## src/rtl/fifo_wr_arbiter_pkg.sv

```systemverilog
// Shared types and width helpers for the FIFO write-port arbiter.
package fifo_arb_pkg;

  typedef enum logic {
    IDLE  = 1'b0,
    BURST = 1'b1
  } arb_state_e;

  function automatic int grant_w(input int num_req);
    return (num_req > 1) ? $clog2(num_req) : 1;
  endfunction

  function automatic int beat_cnt_w(input int max_burst);
    return $clog2(max_burst + 1);
  endfunction

endpackage

```

## src/rtl/fifo_wr_arbiter_rr_pick.sv

```systemverilog
// Rotating-priority picker: returns the first set request at or above ptr_i,
// wrapping circularly through NUM_REQ entries.
module rr_pick
  import fifo_arb_pkg::*;
#(
  parameter int NUM_REQ = 4,
  parameter int IW      = grant_w(NUM_REQ)
) (
  input  logic [NUM_REQ-1:0] req_i,
  input  logic [IW-1:0]      ptr_i,
  output logic               any_o,
  output logic [IW-1:0]      idx_o
);

  logic [IW-1:0]      pos [NUM_REQ];
  logic [NUM_REQ-1:0] hit;

  // Candidate position for each offset; wrap by compare so odd NUM_REQ works.
  genvar gi;
  for (gi = 0; gi < NUM_REQ; gi++) begin : g_off
    logic [IW:0] sum;
    assign sum     = {1'b0, ptr_i} + (IW+1)'(gi);
    assign pos[gi] = (sum >= (IW+1)'(NUM_REQ)) ? IW'(sum - (IW+1)'(NUM_REQ))
                                               : sum[IW-1:0];
    assign hit[gi] = req_i[pos[gi]];
  end

  // Walk from the farthest offset down so the nearest hit wins.
  always_comb begin
    idx_o = '0;
    for (int k = NUM_REQ - 1; k >= 0; k--) begin
      if (hit[k]) idx_o = pos[k];
    end
  end

  assign any_o = |req_i;

endmodule

```

## src/rtl/fifo_wr_arbiter.sv

```systemverilog
// Round-robin write arbiter sharing one FIFO write port among NUM_REQ producers,
// holding the grant for a burst ending on last beat or MAX_BURST beats.
module fifo_wr_arbiter
  import fifo_arb_pkg::*;
#(
  parameter int NUM_REQ   = 4,
  parameter int WIDTH     = 8,
  parameter int MAX_BURST = 4
) (
  input  logic                        clk,
  input  logic                        rst,
  input  logic [NUM_REQ-1:0]          req_valid,
  input  logic [NUM_REQ*WIDTH-1:0]    req_data,
  input  logic [NUM_REQ-1:0]          req_last,
  output logic [NUM_REQ-1:0]          req_ready,
  output logic [WIDTH-1:0]            fifo_w_data,
  output logic                        fifo_w_en,
  input  logic                        fifo_full,
  output logic [grant_w(NUM_REQ)-1:0] grant_id,
  output logic                        busy
);

  localparam int IW = grant_w(NUM_REQ);
  localparam int CW = beat_cnt_w(MAX_BURST);
  localparam logic [IW-1:0] LAST_ID   = IW'(NUM_REQ - 1);
  localparam logic [CW-1:0] LAST_BEAT = CW'(MAX_BURST - 1);

  arb_state_e      state_q;
  logic [IW-1:0]   rr_ptr_q;
  logic [IW-1:0]   rr_ptr_d;
  logic [IW-1:0]   grant_id_q;
  logic [CW-1:0]   beat_cnt_q;
  logic            busy_q;
  logic            pick_any;
  logic [IW-1:0]   pick_idx;
  logic            xfer;
  logic            burst_end;
  logic [WIDTH-1:0] data_arr [NUM_REQ];

  genvar gi;
  for (gi = 0; gi < NUM_REQ; gi++) begin : g_unpack
    assign data_arr[gi] = req_data[gi*WIDTH +: WIDTH];
  end

  rr_pick #(
    .NUM_REQ (NUM_REQ),
    .IW      (IW)
  ) u_pick (
    .req_i (req_valid),
    .ptr_i (rr_ptr_q),
    .any_o (pick_any),
    .idx_o (pick_idx)
  );

  // Handshake outputs are combinational so a full FIFO stalls in the same cycle.
  always_comb begin
    req_ready   = '0;
    fifo_w_en   = 1'b0;
    fifo_w_data = '0;
    if (!rst && state_q == BURST) begin
      req_ready[grant_id_q] = !fifo_full;
      fifo_w_en             = req_valid[grant_id_q] && !fifo_full;
      fifo_w_data           = data_arr[grant_id_q];
    end
  end

  assign xfer      = fifo_w_en;
  assign burst_end = xfer && (req_last[grant_id_q] || beat_cnt_q == LAST_BEAT);
  assign rr_ptr_d  = (grant_id_q == LAST_ID) ? '0 : grant_id_q + 1'b1;

  always_ff @(posedge clk) begin
    if (rst) begin
      state_q    <= IDLE;
      rr_ptr_q   <= '0;
      beat_cnt_q <= '0;
      grant_id_q <= '0;
      busy_q     <= 1'b0;
    end else begin
      case (state_q)
        IDLE: begin
          if (pick_any) begin
            grant_id_q <= pick_idx;
            beat_cnt_q <= '0;
            busy_q     <= 1'b1;
            state_q    <= BURST;
          end
        end
        BURST: begin
          if (burst_end) begin
            state_q    <= IDLE;
            busy_q     <= 1'b0;
            rr_ptr_q   <= rr_ptr_d;
            beat_cnt_q <= '0;
          end else if (xfer) begin
            beat_cnt_q <= beat_cnt_q + 1'b1;
          end
        end
        default: state_q <= IDLE;
      endcase
    end
  end

  assign grant_id = grant_id_q;
  assign busy     = busy_q;

endmodule

```

## config.mk

```make
export PLATFORM = sky130hd
export DESIGN_NAME = fifo_wr_arbiter
export DESIGN_NICKNAME = d
export VERILOG_FILES = /design/src/rtl/fifo_wr_arbiter_pkg.sv /design/src/rtl/fifo_wr_arbiter_rr_pick.sv /design/src/rtl/fifo_wr_arbiter.sv
export SDC_FILE = /design/constraint.sdc
export NUM_CORES = 1
export LEC_CHECK = 0
export BUFFER_PORTS_ARGS = -buffer_cell sky130_fd_sc_hd__buf_2
export CAP_MARGIN = 20
export CORE_ASPECT_RATIO = 0.9
export CORE_MARGIN = 4
export CORE_UTILIZATION = 45
export DETAILED_ROUTE_END_ITERATION = 8
export MAX_ROUTING_LAYER = met4
export PLACE_DENSITY = 0.86
export SYNTH_ARGS = -nofsm -noshare
export SYNTH_HDL_FRONTEND = slang
export SYNTH_HIERARCHICAL = 1
export SYNTH_SLANG_ARGS = --single-unit
```

## constraint.sdc

```tcl
create_clock -name clk -period 4 [get_ports clk]
set_input_delay 1 -clock clk [delete_from_list [all_inputs] [get_ports clk]]
set_output_delay 1 -clock clk [all_outputs]
set_load 0.01 [all_outputs]
```

==> metrics.txt <==
max cap viols 0; endpoints failing setup 0; CP cell instances buf_2, nor3b_2, nand2_1, inv_1, buf_2; placed instance area between 1000 and 1500 um^2; initial antenna violation count 0; Die X 54.84 um; Rel. slew slack 0.5915; # rows 14; post-DP HPWL approximately 2.2 mm; Initial DRC Count 9; status finished, final reports clean; Net Sw Frac 0.2995; mux cell area share after synthesis 0.3211; power per cell area between 200 and 250 nW/um^2; Routed Antenna Nets 0; Max VDD drop 0.1203 mV; drt wl/cell approximately 15 um; cts hold-fix bufs 0; post-synth top area share 0.2535; sequential power share 0.381; area of the mapped netlist approximately 900 um^2; clk sinks 9; largest family of logic cells by synthesized area multiplexers; dominant cells by area after synthesis mux4_2 25%, dfxtp_1 20%, ha_1 8.5%; first-pass GRT wire length between 4 and 5 mm; slew at the pin closest to its max-slew limit 611.9 ps; CP required 3000 ps; Crit. End Element output port; r2r startpoint grant_id[1]; CP max stage delay roughly 500 ps; Power Total 258.9 uW; number of flops mapped to enable cells by yosys 0; Die ar. around 2700 um^2; Clk pwr share 0.285; worst slack, placed about 920 ps; total gr overflow 0; Int Pwr around 180 uW; Compound-Gate Fraction of Synth Area 0.1014; vias in the first global route just over 900; n_diodes 0; most frequent cell on the critical path buf_2; CTS root buffer clkbuf_4; min cycle time layout roughly 3100 ps; Slowest-stage cell, CP nor3b_2; Leak Pwr around 0.0006 uW; largest area contributor in the netlist mux4_2; Core Box Area around 1800 um^2; CTS tree yes; CP Launch Type primary input; Chip Height 50.15 um; Skew-Pair Late Insertion Delay around 270 ps; H-Tree Level Count 1; Layout Nets 196; Met1 Routed Length approximately 1.0 mm; start point of the critical path rst; post-synthesis sequential area ratio 0.2028; crit path kind primary input to output port; Top-Level Pins 59; Post-Synth Adder-Cell Area 0.08451; design area 1230 um^2; syn_nets between 100 and 150; Hold Path Class flop to flop; largest net degree at the start of global routing 17; GRT Total Usage 0.2222; min-delay src busy; DR vias/cell around 5.3; final setup TNS 0 ps; RSZ-0062 raised after global routing false; top layer reached by signal wires met4; post-CTS resize count 0; WP data arrival between 2000 and 2500 ps; f_max about 320 MHz; Detailed Route WL around 2.6 mm; initial core utilization 0.5021; Ys Warns 6; Synth Area in XOR/XNOR 0; Syn Inst Count 86; Final GP Congestion 0.8061; P_sw approximately 78 uW; Avg Cell Area, Syn between 10 and 15 um^2; Final Max Slew Viols 0; clock slew at reported path FFs 70 ps; Netlist cell types 28; DRC Markers 0; Max clock buf depth 2; Yosys reg bits 9; ys flop type dfxtp_1; met2 WL 1.389 mm; share of layout cells above drive strength 1 0.5274; postcts setup bufs 0; CP Max Fanout 11; DRT Pass-1 Iters 4; P&R area growth vs syn 38.45%; Setup WS post-layout ~900 ps; post-synthesis simple-gate area fraction 0.2549; share of flip-flops with an asynchronous set or reset 0; PortBufs between 50 and 60; Via Count approximately 900; CTS buffer count 3; Comb power frac 0.334; Final Skew 5.789 ps; part of the cycle the worst path needs 0.7718; Hold Fails Final Rpt 0; hold_ws around 480 ps; Fillers between 150 and 200; met3 wire length 111 um
synth_stat cells (3+ instances only):
cell      number
dfxtp_1        9
mux4_2        10
ha_1           6
nor2b_1       11
nand2_1        3
mux2i_1        3
nand2b_1       5
and2_1         4
nor2_1         9
inv_1          5
cells in the final DEF, fill, tap and decap left out, drive strengths merged, types with 2 or more instances in the layout:
| master | instances |
|---|---|
| nor3b | 2 |
| ha | 6 |
| nor3 | 2 |
| nand2b | 5 |
| nor2 | 9 |
| dfxtp | 9 |
| a211oi | 2 |
| a32o | 2 |
| nand2 | 3 |
| clkbuf | 4 |
| and2 | 4 |
| buf | 59 |
| mux2i | 3 |
| mux2 | 2 |
| mux4 | 10 |
| inv | 5 |
| nor2b | 11 |
kinds of logic after synthesis:
group / count (synthesis)
AO/OA/AOI/OAI: 9
multiplexers: 15
buffers and inverters: 8
flip-flops: 9
AND/OR/NAND/NOR: 39
adder cells (fa/ha/maj): 6
worst max-delay path, delay by kind of cell:
kind          cells  cell delay [ps]
buf+inv           3              360
simple gates      2              720
flip-flops by register name, indices dropped and copies added (netlist names):
register and cells:
beat_cnt_q 3, busy 1, grant_id 2, rr_ptr_q 2
state_q 1
power groups by stage:
| stage | Sequential [uW] | Clock (uW) | Combinational (uW) |
|---|---|---|---|
| after global routing | 99.6 | 82.6 | 94.9 |
| after CTS | 98.8 | 74.3 | 86.9 |
| after detailed placement | 101 | 0 | 86.7 |
| after global placement | 100 | 0 | 83.6 |
| after floorplan | 101 | 0 | 49.9 |
| final | 98.7 | 73.8 | 86.5 |
final cells by class:
cell class	instances	area [um^2]	area share
Clock buffer	4	26.28	0.02136
Inverter	5	18.77	0.01526
Multi-Input combinational cell	69	676.9	0.5504
Sequential cell	9	180.2	0.1465
Tap cell	24	30.03	0.02442
Timing Repair Buffer	59	297.8	0.2421
worst paths after layout:
| path | endpoint | slack, ps | depth (start not counted) |
|---|---|---|---|
| setup / recovery | fifo_w_en | 910 | 5 |
| hold / removal | busy | 480 | 2 |
| setup reg to reg | rr_ptr_q[0] | 2150 | 3 |
| hold reg to reg | busy | 480 | 2 |
routing by layer:
metal,global-route usage,vias to the layer above
met5,-,-
met4,0.05809,0
met3,0.06805,8
met2,0.3602,26
met1,0.2620,422
li1,-,440
metrics by stage:
step	std cells	util
after global routing	170	0.6952
after floorplan	86	-
after detailed placement	166	0.6803
after CTS	170	0.6952
final	170	0.6952
after global placement	166	0.6803
Power figures use the tool's default switching activity.
